$ cat config.mk
export PLATFORM = sky130hd
export DESIGN_NAME = ma_xif_sequencer
export DESIGN_NICKNAME = d
export VERILOG_FILES = /design/src/rtl/ma_xif_sequencer.sv
export SDC_FILE = /design/constraint.sdc
export NUM_CORES = 1
export LEC_CHECK = 0
export BUFFER_PORTS_ARGS = -buffer_cell sky130_fd_sc_hd__buf_2
export CORE_ASPECT_RATIO = 1.2
export CORE_MARGIN = 3
export CORE_UTILIZATION = 60
export DETAILED_ROUTE_END_ITERATION = 8
export HOLD_SLACK_MARGIN = 0.02
export PLACE_DENSITY = 0.84
export SLEW_MARGIN = 20
export SYNTH_ARGS = -nofsm -noshare
export SYNTH_HDL_FRONTEND = slang
export SYNTH_SLANG_ARGS = --single-unit
export TNS_END_PERCENT = 5
$ cat constraint.sdc
create_clock -name clk_i -period 7.55 [get_ports clk_i]
set_input_delay 0.755 -clock clk_i [delete_from_list [all_inputs] [get_ports clk_i]]
set_output_delay 0.755 -clock clk_i [all_outputs]
set_load 0.05 [all_outputs]
$ cat src/rtl/ma_xif_sequencer.sv
`timescale 1ns/1ps
`default_nettype none
// ============================================================================
// Module      : ma_xif_sequencer
// Description : CV-X-IF coprocessor-side queue, commit tracker and in-order
//               dispatcher for the matrix accelerator datapath.
// Revision    : 1.0 - initial release
// ============================================================================
module ma_xif_sequencer #(
    parameter int          XLEN     = 32,
    parameter int          ID_WIDTH = 4,
    parameter int          DEPTH    = 4,
    parameter logic [6:0]  OPCODE   = 7'h0B
) (
    input  logic                clk_i,
    input  logic                rst_ni,
    input  logic                issue_valid_i,
    output logic                issue_ready_o,
    input  logic [31:0]         issue_instr_i,
    input  logic [ID_WIDTH-1:0] issue_id_i,
    input  logic [XLEN-1:0]     issue_rs1_i,
    input  logic [XLEN-1:0]     issue_rs2_i,
    output logic                issue_accept_o,
    output logic                issue_writeback_o,
    input  logic                commit_valid_i,
    input  logic [ID_WIDTH-1:0] commit_id_i,
    input  logic                commit_kill_i,
    output logic                ma_req_valid_o,
    input  logic                ma_req_ready_i,
    output logic [31:0]         ma_req_instr_o,
    output logic [XLEN-1:0]     ma_req_rs1_o,
    output logic [XLEN-1:0]     ma_req_rs2_o,
    input  logic                ma_done_i,
    input  logic [XLEN-1:0]     ma_rdata_i,
    output logic                result_valid_o,
    input  logic                result_ready_i,
    output logic [ID_WIDTH-1:0] result_id_o,
    output logic [XLEN-1:0]     result_data_o,
    output logic                result_we_o,
    output logic                busy_o
);

    localparam int          AW         = $clog2(DEPTH);
    localparam logic [AW:0] FULL_COUNT = (AW+1)'(DEPTH);

    typedef enum logic [1:0] {
        ENT_EMPTY  = 2'd0,
        ENT_PEND   = 2'd1,
        ENT_COMMIT = 2'd2,
        ENT_KILL   = 2'd3
    } entry_st_t;

    typedef enum logic [1:0] {
        IDLE     = 2'd0,
        DISPATCH = 2'd1,
        EXEC     = 2'd2,
        RESP     = 2'd3
    } state_t;

    logic [31:0]         r_instr_q [DEPTH];
    logic [ID_WIDTH-1:0] r_id_q    [DEPTH];
    logic [XLEN-1:0]     r_rs1_q   [DEPTH];
    logic [XLEN-1:0]     r_rs2_q   [DEPTH];
    logic                r_we_q    [DEPTH];
    entry_st_t           r_st_q    [DEPTH];

    logic [AW-1:0]   r_wr_ptr;
    logic [AW-1:0]   r_rd_ptr;
    logic [AW:0]     r_count;
    state_t          r_state;
    state_t          w_state_d;
    logic [XLEN-1:0] r_result_data;

    logic      w_enq;
    logic      w_pop;
    logic      w_capture;
    entry_st_t w_enq_st;
    entry_st_t w_head_st;

    // ------------------------------------------------------------------
    // Issue interface
    // ------------------------------------------------------------------
    assign issue_accept_o    = (issue_instr_i[6:0] == OPCODE);
    assign issue_writeback_o = issue_accept_o & issue_instr_i[14] & (issue_instr_i[11:7] != 5'd0);
    // Held low during reset so the core never sees a ready queue while flushing.
    assign issue_ready_o     = rst_ni & (r_count != FULL_COUNT);
    assign w_enq             = issue_valid_i & issue_ready_o & issue_accept_o;

    // A commit arriving together with its own enqueue resolves the new entry.
    always_comb begin
        w_enq_st = ENT_PEND;
        if (commit_valid_i && (commit_id_i == issue_id_i)) begin
            w_enq_st = commit_kill_i ? ENT_KILL : ENT_COMMIT;
        end
    end

    always_ff @(posedge clk_i) begin
        if (w_enq) begin
            r_instr_q[r_wr_ptr] <= issue_instr_i;
            r_id_q[r_wr_ptr]    <= issue_id_i;
            r_rs1_q[r_wr_ptr]   <= issue_rs1_i;
            r_rs2_q[r_wr_ptr]   <= issue_rs2_i;
            r_we_q[r_wr_ptr]    <= issue_writeback_o;
        end
    end

    always_ff @(posedge clk_i or negedge rst_ni) begin
        if (!rst_ni) begin
            for (int i = 0; i < DEPTH; i++) begin
                r_st_q[i] <= ENT_EMPTY;
            end
        end else begin
            for (int i = 0; i < DEPTH; i++) begin
                if (w_pop && (r_rd_ptr == AW'(i))) begin
                    r_st_q[i] <= ENT_EMPTY;
                end else if (w_enq && (r_wr_ptr == AW'(i))) begin
                    r_st_q[i] <= w_enq_st;
                end else if (commit_valid_i && (r_st_q[i] == ENT_PEND) &&
                             (r_id_q[i] == commit_id_i)) begin
                    r_st_q[i] <= commit_kill_i ? ENT_KILL : ENT_COMMIT;
                end
            end
        end
    end

    always_ff @(posedge clk_i or negedge rst_ni) begin
        if (!rst_ni) begin
            r_wr_ptr <= '0;
            r_rd_ptr <= '0;
            r_count  <= '0;
        end else begin
            if (w_enq) r_wr_ptr <= r_wr_ptr + AW'(1);
            if (w_pop) r_rd_ptr <= r_rd_ptr + AW'(1);
            case ({w_enq, w_pop})
                2'b10:   r_count <= r_count + (AW+1)'(1);
                2'b01:   r_count <= r_count - (AW+1)'(1);
                default: r_count <= r_count;
            endcase
        end
    end

    // ------------------------------------------------------------------
    // Head-of-queue sequencer
    // ------------------------------------------------------------------
    assign w_head_st = r_st_q[r_rd_ptr];

    always_ff @(posedge clk_i or negedge rst_ni) begin
        if (!rst_ni) begin
            r_state       <= IDLE;
            r_result_data <= '0;
        end else begin
            r_state <= w_state_d;
            if (w_capture) r_result_data <= ma_rdata_i;
        end
    end

    always_comb begin
        w_state_d = r_state;
        w_pop     = 1'b0;
        w_capture = 1'b0;
        case (r_state)
            IDLE: begin
                if (w_head_st == ENT_KILL) begin
                    w_pop = 1'b1;
                end else if (w_head_st == ENT_COMMIT) begin
                    w_state_d = DISPATCH;
                end
            end
            DISPATCH: begin
                if (ma_req_ready_i) w_state_d = EXEC;
            end
            EXEC: begin
                if (ma_done_i) begin
                    w_capture = 1'b1;
                    w_state_d = RESP;
                end
            end
            RESP: begin
                if (result_ready_i) begin
                    w_pop     = 1'b1;
                    w_state_d = IDLE;
                end
            end
            default: w_state_d = IDLE;
        endcase
    end

    // Payloads are gated by state so every output reads zero outside its phase.
    assign ma_req_valid_o = (r_state == DISPATCH);
    assign ma_req_instr_o = ma_req_valid_o ? r_instr_q[r_rd_ptr] : '0;
    assign ma_req_rs1_o   = ma_req_valid_o ? r_rs1_q[r_rd_ptr]   : '0;
    assign ma_req_rs2_o   = ma_req_valid_o ? r_rs2_q[r_rd_ptr]   : '0;

    assign result_valid_o = (r_state == RESP);
    assign result_id_o    = result_valid_o ? r_id_q[r_rd_ptr] : '0;
    assign result_we_o    = result_valid_o & r_we_q[r_rd_ptr];
    assign result_data_o  = result_valid_o ? r_result_data : '0;

    assign busy_o = (r_count != '0) | (r_state != IDLE);

endmodule
`default_nettype wire
==> metrics.md, run 1 <==
| Metric | Value |
|---|---|
| Status | finished, final reports clean |
| Post-cts resize count | 0 |
| H-tree depth | 2 |
| Slew headroom | 27.5% |
| Final WL | 37.3 mm |
| Wire per inst | 22.8 um |
| Number of synthesized flops with an enable pin | 404 |
| M2 GR Usage | 40.2% |
| Initial antenna violation count | 17 |
| Worst Path Buf+Inv | 2 |
| Die width | 165 um |
| CP Capture Type | primary output |
| P per Cell Area | 356 nW/um2 |
| Die height | 196 um |
| Hold slack | 0.326 ns |
| Worst Hold Class | in -> async |
| Top FF cell, synth | edfxtp_1 |
| Core ar. | 29,700 um2 |
| Routing usage on met3 | 6.31% |
| Sequential fraction of the synthesis area | 73.8% |
| CP max-delay cell | dfrtp_4 |
| Area of the die | 32,300 um2 |
| CP startpoint kind | flip-flop |
| CTS clk-pin slew, worst paths | 0.06 ns |
| Synth unique cells | 42 |
| Tcrit/Tclk final | 54.7% |
| Total number of vias | 9,409 |
| Synth Register Bits | 453 |
| Final GP Congestion | 0.782 |
| Hold Vio Cnt, Final | 0 |
| Share of cells above drive strength 1 | 41.7% |
| Critical path class | reg -> out |
| Worst EP required | 6.80 ns |
| CP peak stage delay | 0.98 ns |
| GRT Overall Usage | 23.6% |
| Dpl cell area | 19,900 um2 |
| Remaining DRCs | 0 |
| Gate count of the mapped netlist | 903 |
| Initial DRC Count | 702 |
| Ys Warns | 0 |
| Arr. time, crit path | 3.37 ns |
| Post-Syn Area | 18,100 um2 |
| Fin Setup TNS | 0 ns |
| Maximum capacitance violations | 0 |
| Post-Syn Nets | 1,062 |
| Worst Tran Pin Value | 1.09 ns |
| Setup violators final | 0 |
| TritonCTS buffer count | 43 |
| Clk sink count | 453 |
| Synth async-reset ratio | 10.8% |
| Max VDD drop | 276 uV |
| Unrepaired setup endpoints after global routing | no |
| Synthesized area per cell | 20.1 um2 |
| Largest net degree at the start of global routing | 99 |
| Max FO, Critical Path | 44 |
| Fin. max-slew vios | 0 |
| Grt ovf | 0 |
| Fin util | 71.8% |
| Starting Density | 61.0% |
| Nets | 1,358 |
| Total chip power | 0.00760 W |
| Crit path max-delay family | flip-flops |
| CTS tree | yes |
| LEAKAGE | 7.80 nW |
| Post-CTS repair timing setup buffer count | 0 |
| Top-Level Pins | 283 |
| CP Cell Sequence | buf_4 > mux4_2 > and2_1 > buf_2 |
| Clock latency on the worst-skew pair | 0.56 ns |
| Vias in the first global route | 10.1k |
| Final ANT Viol Nets | 0 |
| Hold Buf Count CTS | 0 |
| First-pass GRT wire length | 57.3 mm |
| FP Rows | 69 |
| Clock Tree Buf Depth | 3 |
| Top Usage Layer GRT | met2 |
| Final min period | 4.13 ns |
| PortBufs | 282 |
| Met1 GRT Util | 29.6% |
| Design area | 21,300 um2 |
| Fmax | 242 MHz |
| Dpl hpwl | 22.1 mm |
| P&R area growth vs syn | 17.8% |
| Via/cell ratio | 5.76 |
| Pre-antenna DRT Iters | 5 |
| Root Driver | clkbuf_16 |
| Clk_skew | 0.0134 ns |
[flip-flops by register name, summed over array words and instances, names as in the netlist]
signal and cells:
r_rs1_q 128, r_id_q 16, r_count 3, r_result_data 32, r_rd_ptr 2, r_we_q 4, r_state 2, r_st_q 8
r_wr_ptr 2, r_rs2_q 128, r_instr_q 128
[worst reg2reg max path: stages, from the launching register on]
cell and delay, ns:
dfrtp_4 0.98, mux4_2 0.41, a22oi_1 0.09, or2_2 0.35
inv_2 0.14, ha_1 0.20, inv_1 0.06, fa_1 0.37
xor2_1 0.15, nor2_1 0.12, xor2_1 0.17
[cell usage in the layout, fill, tap and decap left out, types with 12 or more instances in the layout]
cell type	instances
dfrtp_1	47
edfxtp_1	404
and2_1	133
buf_4	14
mux4_2	103
buf_2	282
mux2_2	33
inv_1	14
xnor2_1	16
clkbuf_16	43
ha_1	12
[final timing paths]
kind                              startpoint                 to  slack (ns)  cells after the start
max                              r_rd_ptr[0]   ma_req_rs2_o[15]        3.42                      4
min                                   rst_ni  r_result_data[26]        0.33                      2
max reg2reg                      r_rd_ptr[0]         r_count[2]        4.45                     10
min reg2reg                       r_count[2]         r_count[2]        0.49                      1
max in group asynchronous             rst_ni        r_rd_ptr[0]        6.70                      2
min in group clk_i         issue_instr_i[31]   r_instr_q[1][31]        0.41                      1
[layout make-up]
type	instances	area [um2]
fillers	1835	8370
diodes	11	27.5
well taps	390	488
flip-flops and latches	453	13400
repair buffers	296	1520
inverters	15	56.3
clock buffers	50	1100
clock inverters	28	251
multi-input cells	390	4520
[power by group]
group / total (W) / internal, W / leakage (nW) / switching, W
combinational: 0.00250 / 0.000930 / 2.91 / 0.00157
sequential: 0.00303 / 0.00285 / 4.23 / 0.000185
clock: 0.00207 / 0.00116 / 0.663 / 0.000904
[per-layer routing]
metal | wire length (um) | part of all wire [%] | vias to the layer above
met1 | 13700 | 37 | 4786
li1 | - | - | 4177
met2 | 19600 | 53 | 359
met5 | 84 | 0.23 | -
met4 | 870 | 2.3 | 14
met3 | 2970 | 8.0 | 73
[synthesized netlist by cell type (2+ instances only)]
master / number / area [um2]
dfrtp_1: 49 / 1230
edfxtp_1: 404 / 12100
mux2_2: 33 / 372
xor2_1: 9 / 78.8
a221oi_2: 2 / 30.0
mux2i_1: 2 / 20.0
inv_1: 14 / 52.6
nor4_1: 4 / 25.0
buf_1: 5 / 18.8
nor3b_1: 2 / 15.0
buf_2: 13 / 65.1
nand3_1: 10 / 50.1
a221oi_1: 2 / 17.5
o21ai_0: 5 / 25.0
nor3_1: 7 / 35.0
a211oi_1: 2 / 15.0
o2bb2ai_1: 3 / 26.3
xnor2_1: 16 / 140
nor4_4: 4 / 85.1
clkbuf_1: 27 / 101
and2_1: 133 / 832
o22ai_1: 2 / 12.5
ha_1: 14 / 175
nand2_1: 10 / 37.5
nor2_1: 7 / 26.3
nand2b_1: 6 / 37.5
mux4_2: 103 / 2320
[metrics by stage]
stage          worst slack [ns]  instances
3_5_place_dp               3.86       1544
3_3_place_gp               3.84       1544
2_1_floorplan              2.04        903
6_report                   3.42       1633
5_1_grt                    3.09       1631
4_1_cts                    3.28       1622
[logic make-up after synthesis]
kind of cell | after synthesis | synth area share (%)
compound gates | 20 | 0.905
fa+ha+maj | 15 | 1.08
simple gates | 192 | 6.74
buf+inv | 60 | 1.33
flops | 453 | 73.8
mux | 138 | 15.0
xor+xnor | 25 | 1.21
Power figures use the tool's default switching activity.
==> run 2, diff against run 1 <==
--- a/config.mk
+++ b/config.mk
@@ -8,10 +8,10 @@
 export BUFFER_PORTS_ARGS = -buffer_cell sky130_fd_sc_hd__buf_2
 export CORE_ASPECT_RATIO = 1.2
 export CORE_MARGIN = 3
-export CORE_UTILIZATION = 60
+export CORE_UTILIZATION = 57
 export DETAILED_ROUTE_END_ITERATION = 8
 export HOLD_SLACK_MARGIN = 0.02
-export PLACE_DENSITY = 0.84
+export PLACE_DENSITY = 0.8
 export SLEW_MARGIN = 20
 export SYNTH_ARGS = -nofsm -noshare
 export SYNTH_HDL_FRONTEND = slang
==> constraint.sdc (replaced) <==
create_clock -name clk_i -period 4.1 [get_ports clk_i]
set_input_delay 0.41 -clock clk_i [delete_from_list [all_inputs] [get_ports clk_i]]
set_output_delay 0.41 -clock clk_i [all_outputs]
set_load 0.05 [all_outputs]
==> metrics.md, run 2 (same netlist as run 1, synthesis figures left out) <==
| Metric | Value |
|---|---|
| Commonest non-fill, non-tap cells in the layout | edfxtp_1 (404), buf_2 (282), and2_1 (133) |
| Seq pwr share | 38.7% |
| Hold slack | 0.0669 ns |
| First-pass GRT wire length | 56.4 mm |
| Root Driver | clkbuf_16 |
| Setup violators final | 0 |
| Switching share of total power | 34.3% |
| CTS tree | yes |
| Starting Density | 58.6% |
| Grt ovf | 0 |
| Status | finished, final reports clean |
| Int Power | 0.00932 W |
| Via/cell ratio | 5.68 |
| Nets | 1,363 |
| Hold Vio Cnt, Final | 0 |
| Part of the power in the clock network | 28.1% |
| Switching power | 0.00486 W |
| Dpl hpwl | 22.2 mm |
| PortBufs | 282 |
| Combinational Power Share | 33.3% |
| Clock Tree Buf Depth | 3 |
| Initial antenna violation count | 9 |
| Unrepaired setup endpoints after global routing | no |
| Worst Tran Pin Value | 0.816 ns |
| Clk_skew | 0.0228 ns |
| Arr. time, crit path | 3.07 ns |
| Clock latency on the worst-skew pair | 0.55 ns |
| Fmax | 288 MHz |
| Fin util | 69.6% |
| Final ANT Viol Nets | 0 |
| Fin Setup TNS | 0 ns |
| Largest net degree at the start of global routing | 99 |
| Regs by FF count | r_instr_q: 128 flops, r_rs1_q: 128 flops, r_rs2_q: 128 flops |
| Initial DRC Count | 525 |
| Max VDD drop | 717 uV |
| Worst Slack Setup Final | 0.622 ns |
| CTS clk-pin slew, worst paths | 0.06 ns |
| Clk sink count | 453 |
| Core ar. | 30,900 um2 |
| Fin. max-slew vios | 0 |
| LEAKAGE | 7.90 nW |
| Final GP Congestion | 0.789 |
| Final WL | 36.3 mm |
| Share of cells above drive strength 1 | 42.2% |
| Die height | 201 um |
| Worst Path Buf+Inv | 2 |
| Wire per inst | 22.2 um |
| Maximum capacitance violations | 0 |
| Top-Level Pins | 283 |
| Critical path class | reg -> out |
| H-tree depth | 2 |
| GRT Overall Usage | 21.5% |
| Commonest non-fill, non-tap cell in the layout | edfxtp_1 |
| Area of the die | 34,000 um2 |
| Max FO, Critical Path | 73 |
| P per Cell Area | 659 nW/um2 |
| Place WS | 1.02 ns |
| Pre-antenna DRT Iters | 4 |
| CP Capture Type | primary output |
| Slew headroom | 45.2% |
| P&R area growth vs syn | 18.9% |
| FP Rows | 70 |
| CP startpoint kind | flip-flop |
| Final min period | 3.48 ns |
| Post-CTS repair timing setup buffer count | 0 |
| Remaining DRCs | 0 |
| CP peak stage delay | 0.88 ns |
| Die width | 169 um |
| Filler cell count | 1,911 |
| Crit path max-delay family | flip-flops |
| TritonCTS buffer count | 43 |
| Vias in the first global route | 9,893 |
| CP max-delay cell | dfrtp_4 |
| Worst EP required | 3.69 ns |
| CP Cell Sequence | buf_12 > mux4_2 > and2_1 > buf_2 |
| Worst Hold Class | in -> reg |
| Tcrit/Tclk final | 84.8% |
| Total number of vias | 9,307 |
run 2: cell types whose count changed in the layout (fill, tap and decap cells not counted), sizes merged:
cell | previous run | this run
diode | 11 | 5
buf | 296 | 300
clkbuf | 50 | 53
clkinv | 19 | 16
bufinv | 3 | 5
clkinvlp | 3 | 2
dlygate4sd3 | 0 | 1
run 2: power by group through the flow:
stage | combinational, W | sequential [W] | clock [W]
floorplan | 0.00388 | 0.00541 | 0
global placement | 0.00470 | 0.00558 | 0
detailed placement | 0.00475 | 0.00559 | 0
CTS | 0.00478 | 0.00550 | 0.00406
global route | 0.00501 | 0.00553 | 0.00424
finish | 0.00472 | 0.00548 | 0.00398
run 2: final cells by class:
| class | count | area (um2) | area share (%) |
|---|---|---|---|
| tap | 396 | 495 | 2.30 |
| clock inverter | 26 | 270 | 1.26 |
| inverter | 15 | 56.3 | 0.262 |
| antenna | 5 | 12.5 | 0.0581 |
| timing repair buffer | 301 | 1640 | 7.64 |
| clock buffer | 53 | 1160 | 5.40 |
| sequential | 453 | 13400 | 62.1 |
| multi-input combinational | 390 | 4520 | 21.0 |
run 2: per-stage QoR:
stage / power, W / instances / instance area [um2]
after detailed placement: 0.0103 / 1553 / 20100
after global placement: 0.0103 / 1553 / 20100
after global routing: 0.0148 / 1639 / 21500
after CTS: 0.0143 / 1633 / 21500
after floorplan: 0.00929 / 903 / 18100
final: 0.0142 / 1639 / 21500
run 2: layer usage:
layer  share of wire (%)  wire length (um)  track usage (%)
met4                 3.0              1100             7.48
met1                  39             14000             26.8
met2                  51             18500             36.6
met5                0.13                46                0
met3                 7.3              2670             5.82
run 2: timing repair:
item / 4_1_cts / 5_1_grt
endpoints found under the hold margin: 2 / 0
gates resized for setup: 0 / 0
hold buffers: 1 / 0
run 2: path summary, 6_finish.rpt:
| check | startpoint | to | slack, ns | cells past startpoint |
|---|---|---|---|---|
| min | issue_rs1_i[20] | r_rs1_q[2][20] | 0.07 | 1 |
| min reg2reg | r_result_data[27] | r_result_data[27] | 0.49 | 1 |
| min in group asynchronous | rst_ni | r_wr_ptr[0] | 0.28 | 2 |
| max in group asynchronous | rst_ni | r_rd_ptr[0] | 2.94 | 3 |
| max reg2reg | r_rd_ptr[0] | r_count[1] | 1.12 | 8 |
| max | r_rd_ptr[0] | ma_req_rs1_o[6] | 0.62 | 4 |
==> run 3, diff against run 2 <==
--- a/config.mk
+++ b/config.mk
@@ -8,10 +8,10 @@
 export BUFFER_PORTS_ARGS = -buffer_cell sky130_fd_sc_hd__buf_2
 export CORE_ASPECT_RATIO = 1.2
 export CORE_MARGIN = 3
-export CORE_UTILIZATION = 57
+export CORE_UTILIZATION = 51
 export DETAILED_ROUTE_END_ITERATION = 8
 export HOLD_SLACK_MARGIN = 0.02
-export PLACE_DENSITY = 0.8
+export PLACE_DENSITY = 0.76
 export SLEW_MARGIN = 20
 export SYNTH_ARGS = -nofsm -noshare
 export SYNTH_HDL_FRONTEND = slang
==> constraint.sdc (replaced) <==
create_clock -name clk_i -period 3 [get_ports clk_i]
set_input_delay 0.3 -clock clk_i [delete_from_list [all_inputs] [get_ports clk_i]]
set_output_delay 0.3 -clock clk_i [all_outputs]
set_load 0.05 [all_outputs]
==> metrics.md, run 3 (same netlist as run 1, synthesis figures left out) <==
| Metric | Value |
|---|---|
| Int Power | 0.0130 W |
| Area of the die | 37,800 um2 |
| Nets | 1,500 |
| Tcrit/Tclk final | 95.4% |
| Unrepaired setup endpoints after global routing | no |
| WL met2 | 20.6 mm |
| Most frequent CP cell | buf_4 |
| Status | finished, final reports clean |
| Dpl cell area | 20,200 um2 |
| CP startpoint kind | input port |
| CP Capture Type | primary output |
| TritonCTS buffer count | 45 |
| Pre-antenna DRT Iters | 5 |
| Worst Path Buf+Inv | 4 |
| Combinational Power Share | 34.8% |
| Maximum capacitance violations | 0 |
| Fmax | 350 MHz |
| CP peak stage delay | 0.63 ns |
| PortBufs | 282 |
| Final WL | 39.4 mm |
| Max FO, Critical Path | 5 |
| Post-CTS repair timing setup buffer count | 0 |
| Core ar. | 34,500 um2 |
| GRT Overall Usage | 21.3% |
| P&R area growth vs syn | 27.1% |
| Clk_skew | 0.00975 ns |
| Crit path max-delay family | buffers and inverters |
| Remaining DRCs | 0 |
| Fin. max-slew vios | 0 |
| Arr. time, crit path | 2.56 ns |
| Clock latency on the worst-skew pair | 0.55 ns |
| Place WS | 0.315 ns |
| Root Driver | clkbuf_16 |
| FP Rows | 74 |
| CTS clk-pin slew, worst paths | 0.06 ns |
| LEAKAGE | 8.48 nW |
| CTS tree | yes |
| Metal-1 WL | 15.2 mm |
| Die height | 212 um |
| Starting Density | 52.4% |
| Switching power | 0.00680 W |
| Max Used Layer | met5 |
| Final min period | 2.86 ns |
| Worst EP required | 2.70 ns |
| Routed wl met3 | 2.71 mm |
| Commonest non-fill, non-tap cell in the layout | edfxtp_1 |
| Worst Hold Class | in -> async |
| Vias in the first global route | 11.0k |
| Seq pwr share | 37.3% |
| Grt ovf | 0 |
| Setup slack, reg-to-reg | 0.31 ns |
| Part of the power in the clock network | 28.0% |
| CP max-delay cell | or4b_4 |
| Share of cells above drive strength 1 | 37.6% |
| Final GP Congestion | 0.781 |
| Design area | 23,000 um2 |
| Largest net degree at the start of global routing | 84 |
| Clk sink count | 453 |
| CP Cell Sequence | dlygate4sd3_1 > buf_2 > or4b_4 > nor2_1 > buf_4 > o311a_1 > buf_4 |
| Initial antenna violation count | 1 |
| Top-Level Pins | 283 |
| Regs by FF count | r_instr_q: 128 flops, r_rs1_q: 128 flops, r_rs2_q: 128 flops |
| Switching share of total power | 34.3% |
| Setup violators final | 0 |
| P per Cell Area | 861 nW/um2 |
| Slew headroom | 41.3% |
| Final ANT Viol Nets | 0 |
| Critical path class | in -> out |
| Wire per inst | 21.5 um |
| First-pass GRT wire length | 61.2 mm |
| Clock Tree Buf Depth | 3 |
| Total number of vias | 9,885 |
| Via/cell ratio | 5.39 |
| Initial DRC Count | 631 |
| Worst Slack Setup Final | 0.139 ns |
| H-tree depth | 2 |
| Hold Vio Cnt, Final | 0 |
| Dpl hpwl | 22.1 mm |
| Worst Tran Pin Value | 0.880 ns |
| Commonest non-fill, non-tap cells in the layout | edfxtp_1 (404), buf_2 (281), and2_1 (133), dlygate4sd3_1 (133), mux4_2 (103) |
| Max VDD drop | 724 uV |
| Die width | 178 um |
-- run 3: changes by cell type in the layout (fill, tap and decap cells not counted), sizes merged --
cell	previous run	this run
buf	300	303
clkinvlp	2	0
clkinv	16	19
inv	18	16
clkbuf	53	58
diode	5	1
dlygate4sd3	1	133
-- run 3: path summary, 6_finish.rpt --
| path | endpoint | depth (start not counted) | start |
|---|---|---|---|
| min reg2reg | r_result_data[8] | 1 | r_result_data[8] |
| max | issue_writeback_o | 7 | issue_instr_i[5] |
| max in group asynchronous | r_rd_ptr[1] | 3 | rst_ni |
| max reg2reg | r_count[2] | 13 | r_state[1] |
| min in group clk_i | r_state[1] | 5 | ma_done_i |
| min | r_wr_ptr[1] | 2 | rst_ni |
-- run 3: power by group through the flow --
stage | Clock [W] | Sequential [W] | Combinational, W
2_1_floorplan | 0 | 0.00740 | 0.00530
3_3_place_gp | 0 | 0.00748 | 0.00665
3_5_place_dp | 0 | 0.00750 | 0.00673
4_1_cts | 0.00563 | 0.00738 | 0.00699
5_1_grt | 0.00592 | 0.00742 | 0.00735
6_report | 0.00554 | 0.00739 | 0.00689
-- run 3: layout make-up --
type	count	area, um2
Multi-Input combinational cell	390	4520
Tap cell	456	571
Fill cell	2220	11500
Sequential cell	453	13400
Inverter	15	56.3
Clock inverter	25	241
Clock buffer	58	1220
Antenna cell	1	2.50
Timing Repair Buffer	436	3040
-- run 3: stage by stage --
stage	total power [W]	hold WS [ns]	util [%]	cells	setup TNS, ns
4_1_cts	0.0200	0.155	66.7	1833	0
5_1_grt	0.0207	0.162	66.6	1833	0
6_report	0.0198	0.197	66.7	1834	0
3_5_place_dp	0.0142	0.133	58.5	1616	0
3_3_place_gp	0.0141	0.130	58.5	1616	0
2_1_floorplan	0.0127	0.00441	-	903	-716.49
-- run 3: layer usage --
metal / GRT usage [%] / vias to the layer above
met4: 6.37 / 2
met1: 26.4 / 5046
met2: 37.5 / 337
li1: - / 4438
met3: 4.61 / 62
met5: 0 / -
-- run 3: timing repair --
action                                  in CTS  in global routing
gates cloned                                 1                  0
gates resized for setup                      1                  3
hold buffers                               133                  0
endpoints found under the hold margin      481                  0
endpoints found under the setup margin      93                  2
-- run 3: worst register-to-register path, delay by kind of cell, from the launching register on --
family,cells,cell delay (ns)
buf+inv,3,0.35
simple gates,3,0.49
fa+ha+maj,3,0.84
compound gates,2,0.25
flops,1,0.40
xor+xnor,2,0.30
